===== src/rtl/calc_display_driver.sv =====
// calc_display_driver: shows a signed 9-bit result on a 4-digit multiplexed 7-segment display.
// Latency: a load accepted in cycle 0 reaches the display register at the end of cycle 10; ready returns in cycle 11.
// Backpressure: ready is low for 10 cycles after each accept; a load while ready=0 is dropped, not queued.
//
// Ports:
//   clk, rst_n     system clock, asynchronous active-low reset
//   value_in[8:0]  signed two's-complement result (-256..255), qualified by load
//   load / ready   valid/ready handshake; the value is taken when both are high
//   anode_n[3:0]   one-hot active-low digit enables, bit 0 = rightmost digit
//   seg_n[6:0]     active-low segments gfedcba
//   dp_n           decimal point, always off (high)
//
// Build option: define LEADING_ZERO_BLANK_EN to blank leading zeros in the
// hundreds and tens digits. The ones digit is always lit and the sign stays
// on digit 3. FSM, latency and scan timing are the same in both builds.

module calc_display_driver #(
  parameter int REFRESH_DIV = 50000,  // cycles each digit stays lit, >= 2
  parameter int CNT_W       = 16      // refresh counter width, 2**CNT_W >= REFRESH_DIV
) (
  input  logic       clk,
  input  logic       rst_n,
  input  logic [8:0] value_in,
  input  logic       load,
  output logic       ready,
  output logic [3:0] anode_n,
  output logic [6:0] seg_n,
  output logic       dp_n
);

  typedef enum logic [1:0] {
    S_IDLE  = 2'd0,
    S_CONV  = 2'd1,
    S_LATCH = 2'd2
  } state_t;

  localparam logic [CNT_W-1:0] LP_WRAP = CNT_W'(REFRESH_DIV - 1);

  state_t r_state;
  state_t w_state_nxt;

  // Conversion working set
  logic        r_sign;
  logic [8:0]  r_mag;
  logic [11:0] r_bcd;
  logic [3:0]  r_shift_cnt;

  // Display register: written only in LATCH, so the scanner never sees a
  // partially converted value.
  logic        r_disp_sign;
  logic [11:0] r_disp_bcd;

  // Scanner
  logic [CNT_W-1:0] r_ref_cnt;
  logic [1:0]       r_dig_idx;
  logic [3:0]       r_anode_n;
  logic [6:0]       r_seg_n;

  logic [8:0]  w_abs;
  logic [11:0] w_bcd_adj;
  logic [20:0] w_shift;
  logic        w_conv_done;
  logic        w_wrap;
  logic [3:0]  w_anode_dec;
  logic [6:0]  w_dig_seg;

  function automatic logic [6:0] f_seg(input logic [3:0] d);
    logic [6:0] s;
    case (d)
      4'd0:    s = 7'b1000000;
      4'd1:    s = 7'b1111001;
      4'd2:    s = 7'b0100100;
      4'd3:    s = 7'b0110000;
      4'd4:    s = 7'b0011001;
      4'd5:    s = 7'b0010010;
      4'd6:    s = 7'b0000010;
      4'd7:    s = 7'b1111000;
      4'd8:    s = 7'b0000000;
      4'd9:    s = 7'b0010000;
      default: s = 7'h7F;  // 10..15 never produced by the converter
    endcase
    return s;
  endfunction

  // 9-bit magnitude: -256 (9'h100) negates to itself, which reads as 256 unsigned.
  assign w_abs = value_in[8] ? (~value_in + 9'd1) : value_in;

  // Double-dabble step: correct each nibble >= 5, then shift {bcd,mag} left.
  always_comb begin
    w_bcd_adj = r_bcd;
    for (int i = 0; i < 3; i++) begin
      if (r_bcd[i*4 +: 4] >= 4'd5) begin
        w_bcd_adj[i*4 +: 4] = r_bcd[i*4 +: 4] + 4'd3;
      end
    end
  end

  assign w_shift     = {w_bcd_adj, r_mag} << 1;
  assign w_conv_done = (r_shift_cnt == 4'd8);  // this cycle performs the 9th shift

  // ---------------------------------------------------------------- FSM
  always_ff @(posedge clk or negedge rst_n) begin
    if (!rst_n) begin
      r_state <= S_IDLE;
    end else begin
      r_state <= w_state_nxt;
    end
  end

  always_comb begin
    w_state_nxt = r_state;
    ready       = 1'b0;
    case (r_state)
      S_IDLE: begin
        ready = 1'b1;
        if (load) begin
          w_state_nxt = S_CONV;
        end
      end
      S_CONV: begin
        if (w_conv_done) begin
          w_state_nxt = S_LATCH;
        end
      end
      S_LATCH: begin
        w_state_nxt = S_IDLE;
      end
      default: begin
        w_state_nxt = S_IDLE;
      end
    endcase
  end

  // ---------------------------------------------------------------- datapath
  always_ff @(posedge clk or negedge rst_n) begin
    if (!rst_n) begin
      r_sign      <= 1'b0;
      r_mag       <= 9'd0;
      r_bcd       <= 12'd0;
      r_shift_cnt <= 4'd0;
      r_disp_sign <= 1'b0;
      r_disp_bcd  <= 12'd0;
    end else begin
      case (r_state)
        S_IDLE: begin
          if (load) begin
            r_sign      <= value_in[8];
            r_mag       <= w_abs;
            r_bcd       <= 12'd0;
            r_shift_cnt <= 4'd0;
          end
        end
        S_CONV: begin
          r_bcd       <= w_shift[20:9];
          r_mag       <= w_shift[8:0];
          r_shift_cnt <= r_shift_cnt + 4'd1;
        end
        S_LATCH: begin
          r_disp_sign <= r_sign;
          r_disp_bcd  <= r_bcd;
        end
        default: ;
      endcase
    end
  end

  // ---------------------------------------------------------------- scanner
  assign w_wrap      = (r_ref_cnt == LP_WRAP);
  assign w_anode_dec = ~(4'b0001 << r_dig_idx);

  always_comb begin
    w_dig_seg = 7'h7F;
    case (r_dig_idx)
      2'd0: w_dig_seg = f_seg(r_disp_bcd[3:0]);
`ifdef LEADING_ZERO_BLANK_EN
      2'd1: w_dig_seg = (r_disp_bcd[11:4] == 8'd0) ? 7'h7F : f_seg(r_disp_bcd[7:4]);
      2'd2: w_dig_seg = (r_disp_bcd[11:8] == 4'd0) ? 7'h7F : f_seg(r_disp_bcd[11:8]);
`else
      2'd1: w_dig_seg = f_seg(r_disp_bcd[7:4]);
      2'd2: w_dig_seg = f_seg(r_disp_bcd[11:8]);
`endif
      2'd3: w_dig_seg = r_disp_sign ? 7'b0111111 : 7'h7F;
      default: w_dig_seg = 7'h7F;
    endcase
  end

  // Anode and segments are loaded on the same edge so a digit never shows
  // its neighbour's pattern. The first enable appears on the first wrap.
  always_ff @(posedge clk or negedge rst_n) begin
    if (!rst_n) begin
      r_ref_cnt <= '0;
      r_dig_idx <= 2'd0;
      r_anode_n <= 4'b1111;
      r_seg_n   <= 7'h7F;
    end else begin
      if (w_wrap) begin
        r_ref_cnt <= '0;
        r_dig_idx <= r_dig_idx + 2'd1;
        r_anode_n <= w_anode_dec;
        r_seg_n   <= w_dig_seg;
      end else begin
        r_ref_cnt <= r_ref_cnt + 1'b1;
      end
    end
  end

  assign anode_n = r_anode_n;
  assign seg_n   = r_seg_n;
  assign dp_n    = 1'b1;

endmodule


===== config.mk =====
export PLATFORM = sky130hd
export DESIGN_NAME = calc_display_driver
export DESIGN_NICKNAME = d
export VERILOG_FILES = /design/src/rtl/calc_display_driver.sv
export SDC_FILE = /design/constraint.sdc
export NUM_CORES = 1
export LEC_CHECK = 0
export CAP_MARGIN = 20
export CELL_PAD_IN_SITES_DETAIL_PLACEMENT = 0
export CELL_PAD_IN_SITES_GLOBAL_PLACEMENT = 1
export CORE_MARGIN = 5
export CORE_UTILIZATION = 47
export CTS_BUF_LIST = sky130_fd_sc_hd__clkbuf_16
export DETAILED_ROUTE_END_ITERATION = 8
export HOLD_SLACK_MARGIN = 0.05
export PLACE_DENSITY = 0.9
export SYNTH_ARGS = -nofsm -noshare
export SYNTH_HDL_FRONTEND = slang
export SYNTH_SLANG_ARGS = --single-unit

===== constraint.sdc =====
create_clock -name clk -period 1.9 [get_ports clk]
set_input_delay 0.38 -clock clk [delete_from_list [all_inputs] [get_ports clk]]
set_output_delay 0.38 -clock clk [all_outputs]
set_load 0.03 [all_outputs]

### Word level (Yosys, flattened, before mapping)

Memory sizes are Yosys's and may differ from the RTL's.
Cells that the tools add are included.

| cells by class | value |
|---|---|
| add/sub/neg operators | 7 |
| $lt $le $gt $ge | 3 |
| equal/unequal tests | 9 |
| shift operators | 1 |
| muxes and demuxes | 17 |
| bitwise operators | 2 |
| reductions and logical operators | 6 |

Operators by type and width:

| operator | count |
|---|---|
| $pmux W7 S4 | 1 |
| $pmux W12 S2 | 1 |
| $mux W9 | 2 |
| $pmux W9 S2 | 1 |
| $add A16 B1 Y16 const B | 1 |
| $eq A16 B16 Y1 const B | 1 |
| $mux W16 | 1 |
| $ge A4 B3 Y1 const B | 3 |
| $mux W12 | 1 |
| $mux W4 | 3 |
| $add A9 B1 Y9 const B | 1 |
| $not A9 Y9 | 1 |
| $add A4 B2 Y4 const B | 2 |
| $pmux W4 S2 | 1 |
| $mux W7 | 1 |
| $eq A2 B2 Y1 const B | 3 |
| $reduce_and A2 Y1 | 3 |
| $add A4 B1 Y4 const B | 1 |
| $eq A2 B1 Y1 const B | 2 |
| $eq A4 B4 Y1 const B | 1 |
| $logic_not A2 Y1 | 2 |
| $mux W2 | 2 |
| $ne A2 B2 Y1 const B | 2 |
| $not A4 Y4 | 1 |
| 7 further kinds | 7 |

| word-level totals | value |
|---|---|
| register bits after elaboration | 70 |
| ROM bits | 336 |
| input bits | 12 |
| output and inout bits | 13 |
| logic and storage cells | 59 |
| memories kept | 3 |

Memories:

| name | words | bits a word | rd ports | clocked after memory_dff | wr ports | RTL line | RTL |
|---|---|---|---|---|---|---|---|
| (name not given) | 16 | 7 | 1 | 0 | 0 | 69 | `case (d)` |
| (name not given) | 16 | 7 | 1 | 0 | 0 | 69 |  |
| (name not given) | 16 | 7 | 1 | 0 | 0 | 69 |  |

### Longest topological paths before layout

| depth | value |
|---|---|
| depth in word-level cells | 5 |
| gate-level depth with buffers | 6 |
| depth with buffers taken out | 6 |

### Least setup slack after synthesis

Ideal clock, no wire load.

| timing | value |
|---|---|
| path kind | register -> register |
| start point | register r_ref_cnt[0] |
| end point | register r_ref_cnt[14] |
| setup time | 0.077 ns |
| data arrival time | 1.543 ns |
| required time | 1.823 ns |
| setup slack | 0.279 ns |
| stages on the path, launching flop included | 6 |
| buffers on the path | 0 |
| clock period less this slack | 1.621 ns |
| path through | dfrtp_1 ha_1 and3_1 nand3_1 or4_1 a21oi_1 |

| between the ends | value |
|---|---|
| cells in the longest elaborated chain, start to end | 2 |

Ends and longest elaborated chain:

| item | RTL line | RTL |
|---|---|---|
| from (decl) | 54 | `logic [CNT_W-1:0] r_ref_cnt;` |
| from (signal assigned) | 202 | `r_ref_cnt <= r_ref_cnt + 1'b1;` |
| $add A16 B1 Y16 or $eq A16 B16 Y1 (tied branches) | 202, 168 |  |
| $mux W16 * | 196 | `if (w_wrap) begin` |

Every way passes the cells marked *; elsewhere a longest branch is shown, timed or not.
A chain may end at the register's enable or synchronous reset.

### Worst setup path after layout

| timing | value |
|---|---|
| start point | register r_ref_cnt[6] |
| end point | register r_ref_cnt[15] |

The elaborated chain is that of the path after synthesis.

==> results.cfg <==
[route]
post_drt_wl_per_cell_microns = 14.1
drt_iter0_markers = 70
wirelength_microns = 8000
first_pass_iters = 4
vias = 3064
viasPerCell = 5.40
drc = 0
ant_nets = 0

[worst_setup_path]
cp_cell_sequence = nand4_2 -> or4_1 -> or3_1 -> a21oi_2
r2r-start = r_ref_cnt[6]
cp_max_fo = 6
crit_buf_inv = 0
r2r_slack_ns = 0.12
cp-start-kind = flop
r2r_end = r_ref_cnt[15]
ff2ff_path_depth = 4
crit_family = simple AND/OR/NAND/NOR gates
endpoint_kind = flop
path_class = flop to flop
crit_path_max_incr_delay_ns = 0.52
worstPathRequired_ns = 2.17
cp_slowest_cell = or4_1
crit_start = r_ref_cnt[6]
cp_data_arrival_time_ns = 2.04

[synthesis]
yosys.area.top_type = dfrtp_1
synth_ff_type = dfrtp_1
synthesis.nets = 462
synth_edf_count = 0
synth_area_leaders = dfrtp_1 (36%), ha_1 (9.9%), dfstp_2 (7.1%)
yosysWarnings = 0
yosys.area.top_type_share = 0.363
avgSynthCellArea_sq_um = 9.72
synthCells = 418
synth_async_sr_flop_share = 1.00
yosysSeqAreaShare = 0.434
yosysUniqueCellTypes = 55
synth-seq-cells = 70
syn-cell-area_sq_um = 4060

[global_routing]
antenna_found_initial = 0
grt_pass1_wl_microns = 14000
grt_max_degree = 71
grt.total_usage = 0.167
grt_overflow = 0
grt_pass1_vias = 3137

[place]
dp_cells = 551
portBuffers = 23
gp_congestion = 0.819
postPlaceCellArea_sq_um = 4520
dp_hpwl_microns = 5710

[pwr]
powerDensity_nw_per_um2 = 1320
power.leakage_nw = 2.13
peakVddDrop_mv = 0.977

[outcome]
status = finished, final reports clean

[sta]
rsz0062_at_grt = false
finalHoldViolations = 0
setup_viol = 0
worst_pin_slew_ns = 0.518
drv_slew = 0
max_slew_margin = 0.652
skew_ns = 0.00886
timing.fmax_mhz = 563
layout_min_cycle_time_ns = 1.78
final.period_utilization = 0.935

[clocking]
htreeDepth = 3
cts.sinks = 70
cts_tree = yes
cts.hold.buffers_added = 0
post_cts_buffers = 0
clock_path_buffers = 2
clk_latency_ns = 0.34
clkTransAtPathRegs_ns = 0.06
clockRootBuffer = clkbuf_16
numCtsBuffers = 9

[layout]
stdcell_count = 567
final_area_sq_um = 4800
area_growth_pct = 18.2
nNetsFinal = 498
diodes = 0
drive_above_1_share = 0.155

[floorplanning]
initial_core_util = 0.473
core-area_sq_um = 8590
die_w_microns = 103
ios = 25
die-height_microns = 103
core.rowCount = 34
dieArea_sq_um = 10600

[worst_hold_path]
min_path_type = input pin to async pin

[flow_run]
cap_viol_max_count = 0
## Yosys cell counts, drive strengths merged (3+ instances only)
| master | number |
|---|---|
| nand2 | 32 |
| inv | 27 |
| xor2 | 10 |
| nor3 | 5 |
| buf | 3 |
| dfstp | 11 |
| ha | 32 |
| nor2b | 8 |
| nor3b | 3 |
| a21oi | 12 |
| nand4 | 5 |
| a22oi | 5 |
| o22ai | 4 |
| clkbuf | 19 |
| o31ai | 9 |
| dfrtp | 59 |
| o21ai | 46 |
| a32o | 6 |
| xnor2 | 17 |
| nand3 | 17 |
| o221ai | 8 |
| mux2 | 13 |
| nor2 | 18 |
| nor4 | 3 |
| nand2b | 15 |
## stage by stage
| stage | util | setup TNS, ns | total power [mW] | setup WS (ns) | hold WS, ns |
|---|---|---|---|---|---|
| 6_report | 0.559 | 0 | 6.33 | 0.124 | 0.0640 |
| 5_1_grt | 0.559 | 0 | 6.85 | 0.0281 | 0.0961 |
| 4_1_cts | 0.558 | 0 | 6.37 | 0.0000844 | 0.0811 |
| 3_5_place_dp | 0.526 | -0.206 | 4.69 | -0.0701 | 0.436 |
| 3_3_place_gp | 0.526 | -0.0603 | 4.59 | -0.0222 | 0.435 |
| 2_1_floorplan | - | 0 | 4.00 | 0.279 | 0.0844 |
## state kept, by name (all words and copies together), names as in the netlist
register,count
anode_n,4
r_bcd,12
r_dig_idx,2
r_disp_bcd,12
r_disp_sign,1
r_mag,9
r_ref_cnt,16
r_shift_cnt,4
r_sign,1
r_state,2
seg_n,7
## worst reg2reg max path: stages, from the launching register on
cell     delay [ns]
dfrtp_1        0.47
nand4_2        0.17
or4_1          0.52
or3_1          0.40
a21oi_2        0.15
## where the power goes
group	switching, mW	internal (mW)	leakage, nW
sequential	0.477	1.89	0.866
clock	0.647	1.01	0.143
combinational	1.18	1.12	1.12
## kinds of logic after synthesis
kind of cell             after synthesis  synth area share
multiplexers                          14            0.0385
AO/OA/AOI/OAI                        105             0.167
adder cells (fa/ha/maj)               32            0.0985
XOR/XNOR                              27            0.0582
flip-flops                            70             0.434
AND/OR/NAND/NOR                      120             0.154
buffers and inverters                 49            0.0483
other                                  1          0.000923
## cell type report
type                       count  area [sq um]
fill                         780          3790
multi-input combinational    299          2100
sequential                    70          1770
timing repair buffer          47           407
clock buffer                   9           225
tap                          108           135
inverter                      27           101
clock inverter                 7          65.1
## metal layers
metal  wire [microns]  vias to the layer above  part of all wire  GRT usage
met5                0                        -                 0          0
met3              265                       13             0.033     0.0392
met4              156                        0             0.019     0.0647
met1             3780                     1452              0.47      0.211
li1                 -                     1549                 -          -
met2             3800                       50              0.48      0.276
## repair_timing
action / CTS / global route
gates resized for setup: 11 / 2
setup endpoints to repair: 11 / 2
pin swaps: 0 / 0
## layout by cell type (no fill, tap or decap), types with 3 or more instances in the layout
cell type | Yosys | routed
dfrtp_1 | 59 | 59
clkinv_2 | 0 | 3
o31ai_1 | 9 | 9
xor2_1 | 10 | 10
nand3_1 | 17 | 17
xnor2_1 | 17 | 17
o22ai_1 | 4 | 4
nand2b_1 | 15 | 15
a32o_1 | 6 | 6
nor3b_1 | 3 | 3
nand2_1 | 32 | 32
nor3_1 | 5 | 5
clkdlybuf4s50_1 | 0 | 10
o221ai_1 | 8 | 8
dfstp_2 | 11 | 11
nor2b_1 | 8 | 8
clkbuf_16 | 0 | 9
o21ai_0 | 46 | 46
nor2_1 | 18 | 18
mux2_2 | 13 | 13
a22oi_1 | 5 | 5
nand4_1 | 4 | 4
inv_1 | 27 | 27
ha_1 | 32 | 32
dlygate4sd2_1 | 0 | 11
buf_4 | 1 | 23
a21oi_1 | 11 | 11
nor4_1 | 3 | 3
## how the worst max path moves through the flow
stage | endpoint | depth (start not counted)
floorplan | r_ref_cnt[14] | 5
global placement | r_bcd[7] | 5
detailed placement | r_bcd[11] | 5
CTS | seg_n[1] | 1
global route | anode_n[1] | 4
finish | r_ref_cnt[15] | 4
(Power assumes the default switching activity.)
